## config.mk

```make
export PLATFORM = sky130hd
export DESIGN_NAME = score_display_ctrl
export DESIGN_NICKNAME = d
export VERILOG_FILES = /design/src/rtl/score_display_ctrl.sv
export SDC_FILE = /design/constraint.sdc
export NUM_CORES = 1
export LEC_CHECK = 0
export BUFFER_PORTS_ARGS = -buffer_cell sky130_fd_sc_hd__buf_4
export CORE_AREA = 2 2 108 110
export DETAILED_ROUTE_END_ITERATION = 12
export DIE_AREA = 0 0 110 112
export GPL_ROUTABILITY_DRIVEN = 1
export PLACE_DENSITY = 0.82
export SLEW_MARGIN = 30
export SYNTH_ARGS = -nofsm -noshare
export SYNTH_HDL_FRONTEND = slang
export SYNTH_SLANG_ARGS = --single-unit
```

## constraint.sdc

```tcl
create_clock -name clk -period 3.4 [get_ports clk]
set_input_delay 0.51 -clock clk [delete_from_list [all_inputs] [get_ports clk]]
set_output_delay 0.51 -clock clk [all_outputs]
set_load 0.01 [all_outputs]
```

## src/rtl/score_display_ctrl.sv

```systemverilog
`default_nettype none
// ===========================================================================
// score_display_ctrl : binary score -> six active-low HEX digits (double-dabble)
// Rev 1.0
// ===========================================================================
module score_display_ctrl #(
  parameter int WIDTH = 20
) (
  input  logic             clk,
  input  logic             reset_n,
  input  logic [WIDTH-1:0] value,
  input  logic             load,
  input  logic             blank_lz,
  output logic             busy,
  output logic             done,
  output logic             sat,
  output logic [6:0]       hex0,
  output logic [6:0]       hex1,
  output logic [6:0]       hex2,
  output logic [6:0]       hex3,
  output logic [6:0]       hex4,
  output logic [6:0]       hex5
);

  localparam int BW = 24;
  localparam int SW = BW + WIDTH;
  localparam int CW = $clog2(WIDTH);

  localparam logic [1:0] S_IDLE    = 2'd0;
  localparam logic [1:0] S_CONVERT = 2'd1;
  localparam logic [1:0] S_COMMIT  = 2'd2;

  logic [1:0]       r_state;
  logic [SW-1:0]    r_shift;
  logic [CW-1:0]    r_cnt;
  logic             r_sat_next;
  logic             r_pend;
  logic [WIDTH-1:0] r_pend_val;
  logic [BW-1:0]    r_bcd;
  logic             r_sat;
  logic             r_done;

  logic [WIDTH-1:0] w_src;
  logic [WIDTH-1:0] w_cap;
  logic             w_over;
  logic             w_capture;
  logic             w_busy;
  logic [SW-1:0]    w_adj;
  logic [SW-1:0]    w_shifted;
  logic [6:0]       w_seg [6];

  assign w_busy = (r_state != S_IDLE);

  // A load arriving in COMMIT is newer than anything pending, so it wins.
  assign w_src     = (r_state == S_COMMIT && !load) ? r_pend_val : value;
  assign w_capture = ((r_state == S_IDLE) && load) ||
                     ((r_state == S_COMMIT) && (load || r_pend));

  if (WIDTH >= 20) begin : g_clamp
    localparam logic [WIDTH-1:0] C_MAX = WIDTH'(999999);
    assign w_over = (w_src > C_MAX);
    assign w_cap  = w_over ? C_MAX : w_src;
  end else begin : g_noclamp
    assign w_over = 1'b0;
    assign w_cap  = w_src;
  end

  always_comb begin
    w_adj = r_shift;
    for (int i = 0; i < 6; i++) begin
      if (r_shift[WIDTH+4*i +: 4] >= 4'd5) begin
        w_adj[WIDTH+4*i +: 4] = r_shift[WIDTH+4*i +: 4] + 4'd3;
      end
    end
  end

  assign w_shifted = {w_adj[SW-2:0], 1'b0};

  always_ff @(posedge clk or negedge reset_n) begin
    if (!reset_n) begin
      r_state    <= S_IDLE;
      r_shift    <= '0;
      r_cnt      <= '0;
      r_sat_next <= 1'b0;
      r_bcd      <= '0;
      r_sat      <= 1'b0;
      r_done     <= 1'b0;
    end else begin
      r_done <= 1'b0;
      case (r_state)
        S_IDLE: begin
          if (w_capture) begin
            r_shift    <= {{BW{1'b0}}, w_cap};
            r_sat_next <= w_over;
            r_cnt      <= CW'(WIDTH - 1);
            r_state    <= S_CONVERT;
          end
        end
        S_CONVERT: begin
          r_shift <= w_shifted;
          r_cnt   <= r_cnt - 1'b1;
          if (r_cnt == '0) begin
            r_state <= S_COMMIT;
          end
        end
        S_COMMIT: begin
          r_bcd  <= r_shift[SW-1 -: BW];
          r_sat  <= r_sat_next;
          r_done <= 1'b1;
          if (w_capture) begin
            r_shift    <= {{BW{1'b0}}, w_cap};
            r_sat_next <= w_over;
            r_cnt      <= CW'(WIDTH - 1);
            r_state    <= S_CONVERT;
          end else begin
            r_state <= S_IDLE;
          end
        end
        default: r_state <= S_IDLE;
      endcase
    end
  end

  always_ff @(posedge clk or negedge reset_n) begin
    if (!reset_n) begin
      r_pend     <= 1'b0;
      r_pend_val <= '0;
    end else if (w_capture) begin
      r_pend <= 1'b0;
    end else if (load && w_busy) begin
      r_pend     <= 1'b1;
      r_pend_val <= value;
    end
  end

  function automatic logic [6:0] seg7(input logic [3:0] d);
    case (d)
      4'd0:    seg7 = 7'b1000000;
      4'd1:    seg7 = 7'b1111001;
      4'd2:    seg7 = 7'b0100100;
      4'd3:    seg7 = 7'b0110000;
      4'd4:    seg7 = 7'b0011001;
      4'd5:    seg7 = 7'b0010010;
      4'd6:    seg7 = 7'b0000010;
      4'd7:    seg7 = 7'b1111000;
      4'd8:    seg7 = 7'b0000000;
      4'd9:    seg7 = 7'b0010000;
      default: seg7 = 7'b1111111;
    endcase
  endfunction

  // A digit blanks only when it and all more-significant digits are zero.
  for (genvar k = 0; k < 6; k++) begin : g_digit
    logic w_blank;
    assign w_blank  = blank_lz && (k != 0) && (r_bcd[BW-1:4*k] == '0);
    assign w_seg[k] = w_blank ? 7'b1111111 : seg7(r_bcd[4*k +: 4]);
  end

  assign hex0 = w_seg[0];
  assign hex1 = w_seg[1];
  assign hex2 = w_seg[2];
  assign hex3 = w_seg[3];
  assign hex4 = w_seg[4];
  assign hex5 = w_seg[5];
  assign busy = w_busy;
  assign done = r_done;
  assign sat  = r_sat;

endmodule
`default_nettype wire
```

Word-level counts from Yosys, hierarchy flattened
Memories as Yosys holds them, arrays and structs flattened.
Index checks and enable logic that the tools add are counted.
- register bits: 99
- latch bits: 0
- bits in writable memories: 0
- memory bits (read-only): 672
- input port bits: 24
- memories: 6
- add/subtract/negate cells: 7
- $mul: 0
- div/mod/pow operators: 0
- $lt $le $gt $ge: 7
- equality and inequality tests: 5
- shifts and indexed selects: 0
- mux-type cells: 24
- bitwise logic cells: 1
- reductions and logical operators: 27
- memories (memory ; words ; width ; rd ports ; clocked after Yosys merged registers in ; wr ports ; line ; text):
    (no name shown) ; 16 ; 7 ; 1 ; 0 ; 0 ; 137 ; case (d)
    (no name shown) ; 16 ; 7 ; 1 ; 0 ; 0 ; 137 ;
    (no name shown) ; 16 ; 7 ; 1 ; 0 ; 0 ; 137 ;
    (no name shown) ; 16 ; 7 ; 1 ; 0 ; 0 ; 137 ;
    (no name shown) ; 16 ; 7 ; 1 ; 0 ; 0 ; 137 ;
    (no name shown) ; 16 ; 7 ; 1 ; 0 ; 0 ; 137 ;
- operators by type and width (cell ; number):
    $pmux W44 S2 ; 1
    $mux W44 ; 1
    $mux W20 ; 2
    $mux W7 ; 5
    $ge A4 B3 Y1 const B ; 6
    $add A4 B2 Y4 const B ; 5
    $gt A20 B20 Y1 const B ; 1
    $logic_not A20 Y1 ; 1
    $mux W4 ; 5
    $logic_not A16 Y1 ; 1
    $logic_not A12 Y1 ; 1
    $pmux W5 S2 ; 1
    $logic_and A1 B1 Y1 ; 9
    $logic_not A8 Y1 ; 1
    $reduce_and A2 Y1 ; 4
    $pmux W2 S3 ; 1
    $reduce_bool A2 Y1 ; 3
    $logic_not A5 Y1 ; 1
    $mux W5 ; 1
    $sub A5 B1 Y5 const B ; 1
    $logic_not A4 Y1 ; 1
    $mux W1 ; 4
    $mux W2 ; 2
    $ne A2 B2 Y1 const B ; 2
    other kinds (10) ; 11

Logic depth before layout (Yosys ltp)
Gate-level depths: netlist (run 1).
- depth after elaboration: 7
- gate-level depth with buffers: 7

Worst setup path after synthesis (run 1)
Ideal clock, no wire load.
- path kind: flip-flop to output port
- from: register r_bcd[21]
- to: output port hex1[5]
- arrival time: 1.840 ns
- data required time: 2.890 ns
- slack: 1.050 ns
- stages on the path, launching flop included: 7
- path through: dfrtp_1 inv_1 ha_1 nand4bb_4 nor4_4 nand3_4 a211oi_1
- word-level cells in the longest chain between the ends: 3
- RTL lines (item ; line ; text):
    from (decl) ; 39 ; logic [BW-1:0] r_bcd;
    from (signal assigned) ; 107 ; r_bcd <= r_shift[SW-1 -: BW];
    $logic_not A20 Y1 ; 155 ; assign w_blank = blank_lz && (k != 0) && (r_bcd[BW-1:4*k] == '0);
    $logic_and A1 B1 Y1 ; 155 ;
    $mux W7 ; 156 ; assign w_seg[k] = w_blank ? 7'b1111111 : seg7(r_bcd[4*k +: 4]);
    to (decl) ; 18 ; output logic [6:0] hex1,
Every way passes these cells.

Final worst setup path (run 1)
- from: register r_bcd[21]
- to: output port hex3[0]
- word-level cells in the longest chain between the ends: 3
- RTL lines (item ; line ; text):
    $logic_not A12 Y1 ; 155 ;
    $logic_and A1 B1 Y1 ; 155 ;
    $mux W7 ; 156 ;
    to (decl) ; 20 ; output logic [6:0] hex3,
Every way passes these cells.

==> impl_results.md, run 1 <==
- Status: finished clean
- # nets final: 753
- DRC: 0
- Fin. max-slew vios: 0
- Worst hold slack across all endpoints: 129 ps
- Total power: 7040 uW
- Max-cap viol count: 0
- Clock period minus worst slack: 2990 ps
- Die X-Extent: 110 um
- Min-Delay Path Class: input pin to asynchronous set/reset pin
- H-tree level count: 3
- Simple-gate share of the synthesized area: 12.8%
- Number of global-route vias before repair: 4777
- Post-Place Cell Area: 6780 um2
- Startpoint class of the critical path: flip-flop
- Root buffer cell: clkbuf_16
- CTS tree: built
- Total global-route track usage: 21.7%
- Area of all placed cells without fillers: 7100 um2
- Area Overhead vs Synth: 14.8%
- Share of async-settable or async-resettable flops after synthesis: 100%
- Via density per instance: 5.96
- Detailed Place HPWL: 8940 um
- Adder-cell share of the synthesized area: 8.90%
- Endpoint class of the critical path: primary output
- Number of primary I/O pins: 69
- Post-synthesis instance area: 6180 um2
- Vias after detailed routing: 4958
- Die ar.: 12300 um2
- Number of distinct standard cells referenced by the synthesized netlist: 59
- Yosys warns: 0
- Num rows: 39
- Arrival time reported for the critical path endpoint: 2480 ps
- Relative max-transition margin: 45.3%
- Antenna Violating Nets Remaining: 0
- Max Clock Skew: 9.41 ps
- Die Ht: 112 um
- Antenna violations before repair: 0
- Leak: 0.00316 uW
- RSZ-0062 raised after global routing: false
- P per Cell Area: 991 nW/um2
- Clock Sinks: 99
- Wire length of the first global-routing pass: 21800 um
- Maximum VDD drop: 0.687 mV
- Worst Path Max Fanout: 8
- Main flop type after synthesis: dfrtp_1
- CTS Buffer Depth: 2
- Pre-antenna DRT Iters: 5
- Layout cell share with drive strength beyond 1: 21.8%
- Number of hold-repair buffers added at the cts stage: 0
- Final period util: 87.8%
- Start-to-end type of the worst setup path: flip-flop to primary output
- Final Routed Wirelength: 12700 um
- Number of register bits inferred by synthesis: 99
- Achievable frequency: 0.335 GHz
- Count of endpoints failing setup in the final report: 0
- Starting utilization of the core area: 55.3%
- Later-pin clock latency in the skew report: 340 ps
- Mux cell area share after synthesis: 11.4%
- Complex-gate fraction of the synthesized area: 19.9%
- Routability-driven placement congestion ratio: 0.850
- Average detailed-routed wire length per instance: 15.3 um
- Final total negative setup slack: 0 ps
- Clock-pin slew on the worst setup and hold paths: 70 ps
- Total of cells resized after clock tree synthesis: 0
- 1st-iter DRT viols: 395
- Fill cell instance count of the final layout: 855
- Mean instance size in the synthesized netlist: 9.77 um2
- Post-Synthesis Cells: 633
- Parity-gate share of the synthesized area counting xor and xnor cells: 2.12%
- Setup Buffers After CTS: 0
- Count of buffers from port buffering: 68
- Residual overflow from global routing: 0
- Core area: 11200 um2
- Largest net degree at the start of global routing: 71
- Share of the yosys chip area belonging to registers: 40.1%
- Total CTS buffers: 9
- Count of endpoints failing hold in the final timing report: 0
- Required time of the critical path: 2890 ps
- Transition time at the pin with the least slew margin: 821 ps
- Antenna diodes: 0
- Main combinational cell family by area after synthesis: compound AO/OA/AOI/OAI gates
- Post-synth EDFFs: 0
- Mapped Nets: 701
path summary, 6_finish.rpt:
path                                         startpoint                          to  slack (ps)  cells after the start
worst min register to register  r_shift[19]$_DFFE_PN0P_     r_shift[20]$_DFFE_PN0P_         480                      2
max in group asynchronous                       reset_n      r_shift[3]$_DFFE_PN0P_        2440                      3
worst max-delay path              r_bcd[21]$_DFFE_PN0N_                     hex3[0]         410                      7
worst max register to register   r_state[0]$_DFFE_PN0P_     r_shift[16]$_DFFE_PN0P_        1020                      4
worst min-delay path                            reset_n  r_pend_val[14]$_DFFE_PN0P_         130                      1
min in group clk                               value[0]   r_pend_val[0]$_DFFE_PN0P_         410                      2
where the power goes:
group          internal [uW]  switching, uW
Sequential              1630            501
Clock                    605            431
Combinational           1890           1970
Total                   4130           2910
state kept, by name (all words and copies together) (netlist names):
signal	cells
sat	1
r_cnt	5
r_pend_val	20
r_bcd	24
r_sat_next	1
r_pend	1
r_shift	44
r_state	2
done	1
cell type report:
class | instances | area, um2 | share of cell area [%]
clock buffers | 11 | 253 | 3.56
well taps | 143 | 179 | 2.52
repair buffers | 78 | 598 | 8.42
clock inverters | 4 | 50.0 | 0.705
multi-input cells | 463 | 3420 | 48.1
inverters | 34 | 128 | 1.80
flip-flops and latches | 99 | 2480 | 34.9
cell families after synthesis:
group                      count (synthesis)
buffers and inverters                     71
AOI/OAI and AO/OA                        191
xor gates and xnor gates                  15
muxes                                     63
and+or+nand+nor                          150
DFF                                       99
adders and majority gates                 44
cell usage after synthesis (8+ instances only):
cell | instances | area [um2]
o311ai_0 | 8 | 70.1
xnor2_1 | 8 | 70.1
mux2_2 | 37 | 417
and2_1 | 10 | 62.6
nand2b_1 | 22 | 138
clkbuf_1 | 23 | 86.3
a311oi_1 | 9 | 78.8
ha_1 | 44 | 551
dfrtp_1 | 99 | 2480
o31ai_1 | 16 | 120
buf_2 | 10 | 50.1
o21ai_0 | 60 | 300
a21oi_1 | 31 | 155
a31oi_1 | 17 | 106
nand2_1 | 50 | 188
nor2_1 | 34 | 128
o22ai_1 | 16 | 100
inv_1 | 34 | 128
mux2i_1 | 20 | 200
cells in the final DEF, fill, tap and decap left out, types with 4 or more instances in the layout:
master,Yosys,routed
dfrtp_1,99,99
buf_4,1,77
o21ai_0,60,60
nand2_1,50,50
ha_1,44,44
mux2_2,37,37
inv_1,34,34
nor2_1,34,33
a21oi_1,31,31
nand2b_1,22,22
mux2i_1,20,20
a31oi_1,17,17
o31ai_1,16,16
o22ai_1,16,16
and2_1,10,10
a311oi_1,9,9
clkbuf_16,0,9
xnor2_1,8,8
o311ai_0,8,8
xor2_1,7,7
a32o_1,6,6
a22o_1,6,6
mux2_4,6,6
nor3_1,5,5
o32ai_1,5,5
or2_2,4,4
a211oi_1,4,4
through the flow:
stage	worst slack (ps)	utilization, %	cells
after floorplan	1050	-	633
after global placement	898	60.6	816
after detailed placement	771	60.7	816
after CTS	403	63.4	831
after global routing	164	63.6	832
final	415	63.6	832
critical path, cell delays in order, from the launching register on:
cell and delay [ps]:
dfrtp_1 420, inv_1 150, ha_1 240, nand4bb_4 190, nor4_4 570, a21oi_1 260, o21ai_0 150, buf_4 150
routing by layer:
metal / vias up / track usage, % / part of all wire, %
li1: 2396 / - / -
met1: 2399 / 29.1 / 45
met2: 148 / 36.5 / 50
met3: 15 / 3.86 / 4.4
met4: 0 / 4.89 / 1.2
met5: - / 0 / 0
Power figures use the tool's default switching activity.
==> inputs of run 2 (changes only) <==
--- a/config.mk
+++ b/config.mk
@@ -6,11 +6,11 @@
 export NUM_CORES = 1
 export LEC_CHECK = 0
 export BUFFER_PORTS_ARGS = -buffer_cell sky130_fd_sc_hd__buf_4
-export CORE_AREA = 2 2 108 110
+export CORE_AREA = 2 2 115 117
 export DETAILED_ROUTE_END_ITERATION = 12
-export DIE_AREA = 0 0 110 112
+export DIE_AREA = 0 0 117 119
 export GPL_ROUTABILITY_DRIVEN = 1
-export PLACE_DENSITY = 0.82
+export PLACE_DENSITY = 0.74
 export SLEW_MARGIN = 30
 export SYNTH_ARGS = -nofsm -noshare
 export SYNTH_HDL_FRONTEND = slang
==> run 2 against run 1 <==
  * Worst hold slack improved by 27 ps
  * Sequential power about the same
  * Combinational power about the same
  * Largest cell class unchanged
==> impl_results.md, run 2 (synthesis results as in run 1) <==
- Root buffer cell: clkbuf_16
- DRC: 0 (unchanged)
- Via density per instance: 5.66 (-5.0%)
- Status: finished clean
- Detailed Place HPWL: 9220 um (+3.1%)
- Antenna diodes: 0 (unchanged)
- CTS Buffer Depth: 2 (unchanged)
- Number of global-route vias before repair: 4761 (-0.33%)
- Number of primary I/O pins: 69 (unchanged)
- Fin. max-slew vios: 0 (unchanged)
- Layout cell share with drive strength beyond 1: 21.7% (-0.032 points)
- Count of endpoints failing setup in the final report: 0 (unchanged)
- Clock period minus worst slack: 2990 ps (+7.84 ps)
- Core area: 12900 um2 (+15%)
- H-tree level count: 3 (unchanged)
- Residual overflow from global routing: 0 (unchanged)
- Most flops, register: r_shift
- Slowest cell on the critical path: nor4_4
- Pre-antenna DRT Iters: 4 (-1)
- Leak: 0.00316 uW (-0.17%)
- Achievable frequency: 0.334 GHz (-0.26%)
- Final period util: 88.0% (+0.23 points)
- Largest registers in the final layout: r_shift (44), r_bcd (24), r_pend_val (20)
- Num rows: 42 (+7.7%)
- Routed met1 length: 5850 um (+2.7%)
- Count of endpoints failing hold in the final timing report: 0 (unchanged)
- Max-cap viol count: 0 (unchanged)
- Place WS: 759 ps (-11.8 ps)
- Max Clock Skew: 5.66 ps (-3.75 ps)
- Maximum VDD drop: 0.354 mV (-49%)
- 1st-iter DRT viols: 208 (-47%)
- Count of buffers from port buffering: 68 (unchanged)
- Total of cells resized after clock tree synthesis: 0 (unchanged)
- Die Ht: 119 um (+6.3%)
- CTS tree: built
- Setup Buffers After CTS: 0 (unchanged)
- FF-to-FF End: r_shift[3]$_DFFE_PN0P_
- Endpoint class of the critical path: primary output
- Worst r2r src: r_state[0]$_DFFE_PN0P_
- Clock-pin slew on the worst setup and hold paths: 70 ps (about the same)
- Routed wire length on met2: 6360 um (+0.87%)
- Most frequent cells in the layout: dfrtp_1 (99), buf_4 (78), o21ai_0 (60), nand2_1 (50), ha_1 (44)
- Flip-flop count of the largest register after layout: 44 (unchanged)
- Final worst slack: 407 ps (-7.83 ps)
- Wire length of the first global-routing pass: 21900 um (+0.35%)
- Post-Place Cell Area: 6830 um2 (+0.68%)
- Number of hold-repair buffers added at the cts stage: 0 (unchanged)
- Detailed-routed wire length on met3: 453 um (-19%)
- Cell Chain, Critical Path: inv_1 -> ha_1 -> nand4bb_4 -> nor4_4 -> nand3_4 -> a211oi_1 -> buf_4
- Total global-route track usage: 19.2% (-2.5 points)
- # nets final: 753 (unchanged)
- Required time of the critical path: 2890 ps (about the same)
- Final Routed Wirelength: 12800 um (+0.65%)
- Routability-driven placement congestion ratio: 0.823 (-3.2%)
- Stage delay of the slowest cell on the critical path: 550 ps (-20 ps)
- Die ar.: 13900 um2 (+13%)
- Total CTS buffers: 9 (unchanged)
- Average detailed-routed wire length per instance: 14.8 um (-3.3%)
- Area Overhead vs Synth: 15.0%
- Worst Path Max Fanout: 8 (unchanged)
- Reg2reg setup slack: 1070 ps (+50 ps)
- Cell depth of the worst flop-to-flop path: 5 (+1)
- Antenna violations before repair: 0 (unchanged)
- Total power: 6970 uW (-0.96%)
- Die X-Extent: 117 um (+6.4%)
- Later-pin clock latency in the skew report: 340 ps (about the same)
- Vias after detailed routing: 4904 (-1.1%)
- Startpoint class of the critical path: flip-flop
- Area of all placed cells without fillers: 7110 um2 (+0.12%)
- Transition time at the pin with the least slew margin: 866 ps (+45.3 ps)
- Antenna Violating Nets Remaining: 0 (unchanged)
- Largest net degree at the start of global routing: 46 (-35%)
- Min-Delay Path Class: input pin to asynchronous set/reset pin
- Fill cell instance count of the final layout: 1092 (+28%)
- Starting utilization of the core area: 48.0% (-7.3 points)
- Arrival time reported for the critical path endpoint: 2480 ps (about the same)
- P per Cell Area: 980 nW/um2 (-1.1%)
- Relative max-transition margin: 42.0% (-3.3 points)
- Clock Sinks: 99 (unchanged)
- Most frequent standard cell in the layout excluding fill and tap cells: dfrtp_1
- Highest routing layer actually used: met4
- Start-to-end type of the worst setup path: flip-flop to primary output
- Final total negative setup slack: 0 ps (unchanged)
- RSZ-0062 raised after global routing: false
[run 2: worst max path at each step]
stage	from	to	slack, ps
after floorplan	r_bcd[21]$_DFFE_PN0N_	hex1[5]	1050
after global placement	r_bcd[21]$_DFFE_PN0N_	hex1[5]	880
final	r_bcd[21]$_DFFE_PN0N_	hex1[5]	410
after CTS	r_bcd[21]$_DFFE_PN0N_	hex1[5]	380
after detailed placement	r_bcd[21]$_DFFE_PN0N_	hex1[5]	760
after global routing	r_bcd[21]$_DFFE_PN0N_	hex3[3]	190
[run 2: layer usage]
metal  global-route usage, %  vias up
met5                       0        -
met4                    6.32        0
met3                    2.75       18
met2                    32.6      122
met1                    25.0     2360
li1                        -     2404
[run 2: worst max-delay path, delay by kind of cell (launching register included)]
kind / cells / cell delay [ps]
AOI/OAI and AO/OA: 1 / 250
adders and majority gates: 1 / 240
buffers and inverters: 2 / 320
DFF: 1 / 440
and+or+nand+nor: 3 / 890
[run 2: area by class of cell]
class / count / area, um2 / area share (%)
Inverter: 34 / 128 / 1.79
Multi-Input combinational cell: 463 / 3410 / 48.0
Tap cell: 176 / 220 / 3.10
Clock buffer: 9 / 225 / 3.17
Timing Repair Buffer: 78 / 586 / 8.24
Clock inverter: 7 / 60.1 / 0.845
Sequential cell: 99 / 2480 / 34.8
[run 2: power breakdown]
part	leakage (uW)	switching [uW]	internal (uW)
registers	0.00124	494	1630
clock network	0.000142	476	510
logic	0.00177	1960	1890
total	0.00316	2930	4040
[run 2: per-stage QoR]
stage	hold slack [ps]	cells	utilization [%]
floorplan	214	633	-
global route	216	866	55.2
global placement	455	850	53.0
finish	157	866	55.2
detailed placement	469	850	53.0
CTS	179	866	55.2
